===== config.mk =====
export PLATFORM = sky130hd
export DESIGN_NAME = approx_seq_adder_flat
export DESIGN_NICKNAME = d
export VERILOG_FILES = /design/src/rtl/approx_seq_adder_pkg.sv /design/src/rtl/approx_seq_adder_if.sv /design/src/rtl/approx_seq_adder_chunk.sv /design/src/rtl/approx_seq_adder.sv /design/src/flat_wrapper.sv
export SDC_FILE = /design/constraint.sdc
export NUM_CORES = 1
export LEC_CHECK = 0
export CAP_MARGIN = 20
export CORE_ASPECT_RATIO = 0.5
export CORE_MARGIN = 3
export CORE_UTILIZATION = 35
export DETAILED_ROUTE_END_ITERATION = 7
export HOLD_SLACK_MARGIN = 0.15
export PLACE_DENSITY = 0.64
export SLEW_MARGIN = 10
export SYNTH_ARGS = -nofsm -noshare
export SYNTH_HDL_FRONTEND = slang
export SYNTH_SLANG_ARGS = --single-unit
export TNS_END_PERCENT = 50

===== constraint.sdc =====
create_clock -name clk -period 4.12 [get_ports clk]
set_input_delay 0.824 -clock clk [delete_from_list [all_inputs] [get_ports clk]]
set_output_delay 0.824 -clock clk [all_outputs]
set_load 0.01 [all_outputs]

===== src/rtl/approx_seq_adder_pkg.sv =====
// Shared types and constants for the sequential approximate adder family.
// Mode encodings, FSM states and the parameter sanity check live here.
package approx_adder_pkg;

  localparam logic [1:0] MODE_EXACT = 2'b00;
  localparam logic [1:0] MODE_LOA   = 2'b01;
  localparam logic [1:0] MODE_TRUNC = 2'b10;

  typedef enum logic [1:0] {
    IDLE = 2'd0,
    BUSY = 2'd1,
    DONE = 2'd2
  } state_t;

  function automatic bit params_ok(int width, int chunk, int approx_bits);
    return (chunk > 0) && (width % chunk == 0) &&
           (approx_bits >= 0) && (approx_bits <= width);
  endfunction

endpackage


===== src/rtl/approx_seq_adder_if.sv =====
// Operand-source and result-sink handshake bundle for approx_seq_adder.
// The slave modport is the adder's view; master is the driver/monitor view.
interface approx_seq_adder_if #(
  parameter int WIDTH = 16
);
  logic             in_valid;
  logic             in_ready;
  logic [WIDTH-1:0] A;
  logic [WIDTH-1:0] B;
  logic             cin;
  logic [1:0]       mode;
  logic             out_valid;
  logic             out_ready;
  logic [WIDTH-1:0] sum;
  logic             carry;

  modport master (
    output in_valid, A, B, cin, mode, out_ready,
    input  in_ready, out_valid, sum, carry
  );

  modport slave (
    input  in_valid, A, B, cin, mode, out_ready,
    output in_ready, out_valid, sum, carry
  );
endinterface


===== src/rtl/approx_seq_adder_chunk.sv =====
// One CHUNK-bit slice of the adder, purely combinational.
// Masked bits use LOA (OR, carry = a&b) or truncation (0, no carry); others ripple.
module approx_chunk
  import approx_adder_pkg::*;
#(
  parameter int CHUNK = 4
) (
  input  logic [CHUNK-1:0] a,
  input  logic [CHUNK-1:0] b,
  input  logic             cin,
  input  logic [CHUNK-1:0] approx_mask,
  input  logic [1:0]       mode,
  output logic [CHUNK-1:0] s,
  output logic             cout
);

  logic [CHUNK:0] c;
  logic           loa;

  assign c[0] = cin;
  assign loa  = (mode == MODE_LOA);

  for (genvar j = 0; j < CHUNK; j++) begin : g_bit
    logic hs, hc, fs, fc;
    // full adder as two half adders; the first half-adder carry doubles as the LOA carry
    assign hs = a[j] ^ b[j];
    assign hc = a[j] & b[j];
    assign fs = hs ^ c[j];
    assign fc = hc | (hs & c[j]);

    assign s[j]   = approx_mask[j] ? (loa & (a[j] | b[j])) : fs;
    assign c[j+1] = approx_mask[j] ? (loa & hc)            : fc;
  end

  assign cout = c[CHUNK];

endmodule


===== src/rtl/approx_seq_adder.sv =====
// Multi-cycle approximate adder: one CHUNK per clock, LSB first, registered carry.
// Latency NCHUNK cycles from accept to out_valid; result held until out_ready.
module approx_seq_adder
  import approx_adder_pkg::*;
#(
  parameter int WIDTH       = 16,
  parameter int CHUNK       = 4,
  parameter int APPROX_BITS = 4
) (
  input  logic               clk,
  input  logic               rst_n,
  approx_seq_adder_if.slave  bus
);

  localparam int NCHUNK = WIDTH / CHUNK;
  localparam int IDXW   = (NCHUNK > 1) ? $clog2(NCHUNK) : 1;

  if (!params_ok(WIDTH, CHUNK, APPROX_BITS)) begin : g_bad_params
    $error("approx_seq_adder: WIDTH must be a multiple of CHUNK and APPROX_BITS <= WIDTH");
  end

  state_t            state_q, state_d;
  logic [IDXW-1:0]   idx_q;
  logic [WIDTH-1:0]  a_q, b_q, sum_q;
  logic [1:0]        mode_q;
  logic              carry_q;

  logic              accept, last_chunk, approx_en;
  logic [CHUNK-1:0]  mask, ch_a, ch_b, ch_s;
  logic              ch_cout;

  assign last_chunk = (idx_q == IDXW'(NCHUNK - 1));
  assign ch_a       = a_q[int'(idx_q)*CHUNK +: CHUNK];
  assign ch_b       = b_q[int'(idx_q)*CHUNK +: CHUNK];
  assign approx_en  = (mode_q == MODE_LOA) || (mode_q == MODE_TRUNC);

  // Bits below APPROX_BITS are approximate; the chunk turns the mask edge into the LOA/zero boundary carry.
  always_comb begin
    mask = '0;
    for (int j = 0; j < CHUNK; j++) begin
      mask[j] = approx_en && ((int'(idx_q) * CHUNK + j) < APPROX_BITS);
    end
  end

  approx_chunk #(.CHUNK(CHUNK)) u_chunk (
    .a           (ch_a),
    .b           (ch_b),
    .cin         (carry_q),
    .approx_mask (mask),
    .mode        (mode_q),
    .s           (ch_s),
    .cout        (ch_cout)
  );

  always_ff @(posedge clk) begin
    if (!rst_n) state_q <= IDLE;
    else        state_q <= state_d;
  end

  always_comb begin
    state_d       = state_q;
    bus.in_ready  = 1'b0;
    bus.out_valid = 1'b0;
    accept        = 1'b0;
    case (state_q)
      IDLE: begin
        bus.in_ready = rst_n;
        if (bus.in_valid) begin
          accept  = 1'b1;
          state_d = BUSY;
        end
      end
      BUSY: begin
        if (last_chunk) state_d = DONE;
      end
      DONE: begin
        bus.out_valid = 1'b1;
        if (bus.out_ready) state_d = IDLE;
      end
      default: state_d = IDLE;
    endcase
  end

  always_ff @(posedge clk) begin
    if (!rst_n) begin
      a_q     <= '0;
      b_q     <= '0;
      mode_q  <= MODE_EXACT;
      sum_q   <= '0;
      carry_q <= 1'b0;
      idx_q   <= '0;
    end else if (accept) begin
      a_q     <= bus.A;
      b_q     <= bus.B;
      mode_q  <= bus.mode;
      carry_q <= bus.cin;
      idx_q   <= '0;
    end else if (state_q == BUSY) begin
      sum_q[int'(idx_q)*CHUNK +: CHUNK] <= ch_s;
      carry_q <= ch_cout;
      idx_q   <= idx_q + 1'b1;
    end
  end

  assign bus.sum   = sum_q;
  assign bus.carry = carry_q;

endmodule


===== src/flat_wrapper.sv =====
// flat-port wrapper written by rule: the top's interface ports become plain ports
module approx_seq_adder_flat import approx_adder_pkg::*;
#(
  parameter int WIDTH       = 16,
  parameter int CHUNK       = 4,
  parameter int APPROX_BITS = 4
)
  (clk, rst_n, bus_in_valid, bus_A, bus_B, bus_cin, bus_mode, bus_out_ready, bus_in_ready, bus_out_valid, bus_sum, bus_carry);
  approx_seq_adder_if #(.WIDTH(WIDTH)) bus_i ();
  input  logic clk;
  input  logic rst_n;
  input wire logic [$bits(bus_i.in_valid)-1:0] bus_in_valid;
  input wire logic [$bits(bus_i.A)-1:0] bus_A;
  input wire logic [$bits(bus_i.B)-1:0] bus_B;
  input wire logic [$bits(bus_i.cin)-1:0] bus_cin;
  input wire logic [$bits(bus_i.mode)-1:0] bus_mode;
  input wire logic [$bits(bus_i.out_ready)-1:0] bus_out_ready;
  output wire logic [$bits(bus_i.in_ready)-1:0] bus_in_ready;
  output wire logic [$bits(bus_i.out_valid)-1:0] bus_out_valid;
  output wire logic [$bits(bus_i.sum)-1:0] bus_sum;
  output wire logic [$bits(bus_i.carry)-1:0] bus_carry;
  assign bus_i.in_valid = bus_in_valid;
  assign bus_i.A = bus_A;
  assign bus_i.B = bus_B;
  assign bus_i.cin = bus_cin;
  assign bus_i.mode = bus_mode;
  assign bus_i.out_ready = bus_out_ready;
  assign bus_in_ready = bus_i.in_ready;
  assign bus_out_valid = bus_i.out_valid;
  assign bus_sum = bus_i.sum;
  assign bus_carry = bus_i.carry;
  approx_seq_adder #(.WIDTH(WIDTH), .CHUNK(CHUNK), .APPROX_BITS(APPROX_BITS)) u_core (.clk(clk), .rst_n(rst_n), .bus(bus_i));
endmodule

==> metrics.cfg <==
[setup_path]
timing.rr.start = u_core.idx_q[1]
ff2ff_path_depth = 14
cp.arrival_ns = 4.01
cp-start-kind = flip-flop
r2r_slack_ns = 0.30
worstPathMaxFanout = 12
path_cells = inv_1 -> ha_1 -> and2b_1 -> and3_1 -> a21oi_1 -> fa_1 -> nor2_1 -> a31oi_1 -> fa_1 -> a21oi_1 -> fa_1 -> a21oi_1 -> o2bb2ai_1 -> and2_1
critical_path_buf_inv_count = 1
cpPeakStageDelay_ns = 0.49
cp.depth = 14
crit_slowest_cell = dfxtp_1
critPathTopFamily = adder cells
worst_r2r_endpoint = u_core.bus.sum[15]
crit_path_end_kind = flip-flop
crit_type = flip-flop to flip-flop
required_ns = 4.31

[floorplan]
core_sq_um = 7540
io_pins = 58
dieArea_sq_um = 9150
rows = 22
start_util = 0.370
dieHeight_um = 69.2
die_w_um = 132

[global_routing]
antenna_found_initial = 0
grt_use_total = 0.133
grt_pass1_vias = 2137
grt_start_max_net_pins = 56
grt_pass1_wl_mm = 10.2
grt-ovfl-total = 0

[synth]
ys.flop_type = dfxtp_1
post_synth_inst_count = 293
synth_seq_cells = 55
synth_area_per_cell_sq_um = 9.53
async_reset_ff_frac = 0
synth_area_sq_um = 2790
yosys.cell_types.count = 40
synth_edf_count = 0
yosysWarnings = 0
synth_nets = 350
ys_seq_area_frac = 0.394

[clock_network]
cts_htree_levels = 2
cts_resized = 0
cts_made_buffers = 5
post_cts_buffers = 0
clkSinkCount = 55
clk_pin_slew_worst_paths_ns = 0.07
hold_buffers = 0
clock_latency_ns = 0.29
cts-root-buf = clkbuf_16
clock_path_buffers = 2
cts_tree = yes

[detailed_routing]
drc = 0
met3_length_um = 237
dr_total_vias = 2153
drt_wl_total_mm = 5.98
drtAntennaViolNets = 0
firstDrtPassIters = 4
drt-vias-per-instance = 4.75
wl_met1_mm = 3.10
drtIter0Drc = 144
met2_wirelength_mm = 2.63
wire_per_inst_um = 13.2
highest_layer = met4

[timing]
drv_slew = 0
fin_setup_tns_ns = 0
tightest_slew_ns = 0.635
post-route-period-util = 0.928
fmax_mhz = 262
hold_violations = 0
slew_headroom = 0.575
hold-worst-slack_ns = 0.453
fin_crit_ns = 3.82
grt_setup_unrepaired = false
skew_ns = 0.00761
setup_viol = 0

[flow_run]
cap_violations = 0

[power]
leakage_uw = 0.00130
pwr_density_cell_nw_per_um2 = 331
ir_drop_v = 0.000169

[layout]
final_nets = 401
drive_above_1_share = 0.0696
n_antenna_cell = 0
syn_to_final_growth_pct = 27.8

[worst_hold_path]
holdCritPathClass = flip-flop to flip-flop
holdPathStages = 2
min_to = u_core.a_q[8]
min_from = u_core.a_q[8]

[placed_design]
gp_congestion = 0.844
portBuffers = 57
dp_hpwl_mm = 4.54

[status]
status = completed

-- worst max-delay path by stage --
stage,startpoint,endpoint,slack (ns)
6_report,u_core.idx_q[1],u_core.bus.sum[15],0.30
4_1_cts,u_core.idx_q[1],u_core.bus.sum[15],0.30
3_3_place_gp,u_core.idx_q[1],u_core.bus.sum[15],0.43
5_1_grt,u_core.idx_q[1],u_core.bus.sum[3],0.03
3_5_place_dp,u_core.idx_q[1],u_core.bus.sum[15],0.36
2_1_floorplan,u_core.idx_q[0],u_core.bus.sum[15],0.75
-- through the flow --
step                total power, uW  area [sq um]  std cells  utilization  setup slack [ns]
floorplan                       705          2790        293            -             0.747
global placement                771          3410        444        0.452             0.432
detailed placement              776          3410        444        0.452             0.360
CTS                            1190          3560        452        0.471             0.303
global route                   1240          3570        453        0.473            0.0333
finish                         1180          3570        453        0.473             0.297
-- layout by cell type (no fill, tap or decap), types with 3 or more instances in the layout --
cell / Yosys / final
inv_1: 12 / 12
fa_1: 4 / 4
mux4_2: 8 / 8
nor2b_1: 10 / 10
ha_1: 14 / 14
nand2_1: 73 / 73
o2bb2ai_1: 8 / 8
a21boi_0: 5 / 5
a21boi_1: 30 / 30
a22oi_1: 9 / 9
nand2b_1: 3 / 3
a21oi_1: 6 / 6
and4b_1: 3 / 3
and2_1: 10 / 10
nand4b_1: 3 / 3
clkbuf_16: 0 / 5
dfxtp_1: 55 / 55
clkdlybuf4s50_1: 0 / 57
-- state kept, by name (all words and copies together) (netlist names) --
register	count
u_core.b_q	16
u_core.bus.carry	1
u_core.bus.sum	16
u_core.a_q	16
u_core.idx_q	2
u_core.state_q	2
u_core.mode_q	2
-- synthesized netlist by cell type, types with 2 or more instances --
library cell | n | area (sq um)
a21boi_0 | 5 | 37.5
a21boi_1 | 30 | 225
a21oi_1 | 6 | 30.0
a22oi_1 | 9 | 67.6
a31oi_1 | 2 | 12.5
and2_1 | 10 | 62.6
and2b_1 | 2 | 15.0
and4b_1 | 3 | 30.0
buf_2 | 4 | 20.0
buf_4 | 2 | 15.0
buf_6 | 4 | 45.0
clkbuf_1 | 6 | 22.5
dfxtp_1 | 55 | 1100
fa_1 | 4 | 80.1
ha_1 | 14 | 175
inv_1 | 12 | 45.0
mux4_2 | 8 | 180
nand2_1 | 73 | 274
nand2b_1 | 3 | 18.8
nand4b_1 | 3 | 26.3
nand4bb_1 | 2 | 22.5
nor2b_1 | 10 | 62.6
nor4bb_1 | 2 | 20.0
o2bb2ai_1 | 8 | 70.1
-- report_power, final --
| part | switching, uW | leakage (uW) | internal [uW] |
|---|---|---|---|
| Combinational | 94.3 | 0.000777 | 98.3 |
| Clock | 188 | 0.0000710 | 228 |
| Sequential | 16.9 | 0.000449 | 555 |
-- metal layers --
| metal | track usage | up-vias |
|---|---|---|
| met2 | 0.212 | 30 |
| met5 | 0 | - |
| met4 | 0.0138 | 0 |
| met1 | 0.189 | 1012 |
| met3 | 0.0335 | 2 |
| li1 | - | 1109 |
-- final cells by class --
cell class / instances / area (sq um)
tap: 108 / 135
clock inverter: 2 / 17.5
inverter: 12 / 45.0
multi-input combinational: 210 / 1540
clock buffer: 6 / 129
timing repair buffer: 60 / 597
fill: 739 / 3980
sequential: 55 / 1100
-- kinds of logic (layout without fill, tap and decap cells) --
group | Yosys count | after routing | share of synthesized area
buffers and inverters | 28 | 80 | 0.0529
AND/OR/NAND/NOR | 119 | 119 | 0.221
flip-flops | 55 | 55 | 0.394
adder cells (fa/ha/maj) | 18 | 18 | 0.0914
AO/OA/AOI/OAI | 64 | 64 | 0.172
multiplexers | 9 | 9 | 0.0681
-- worst min-delay path: cells and delay by family (launching register included) --
family / cells / cell delay [ns]
AO/OA/AOI/OAI: 1 / 0.05
AND/OR/NAND/NOR: 1 / 0.05
flip-flops: 1 / 0.31
Power figures use the tool's default switching activity.
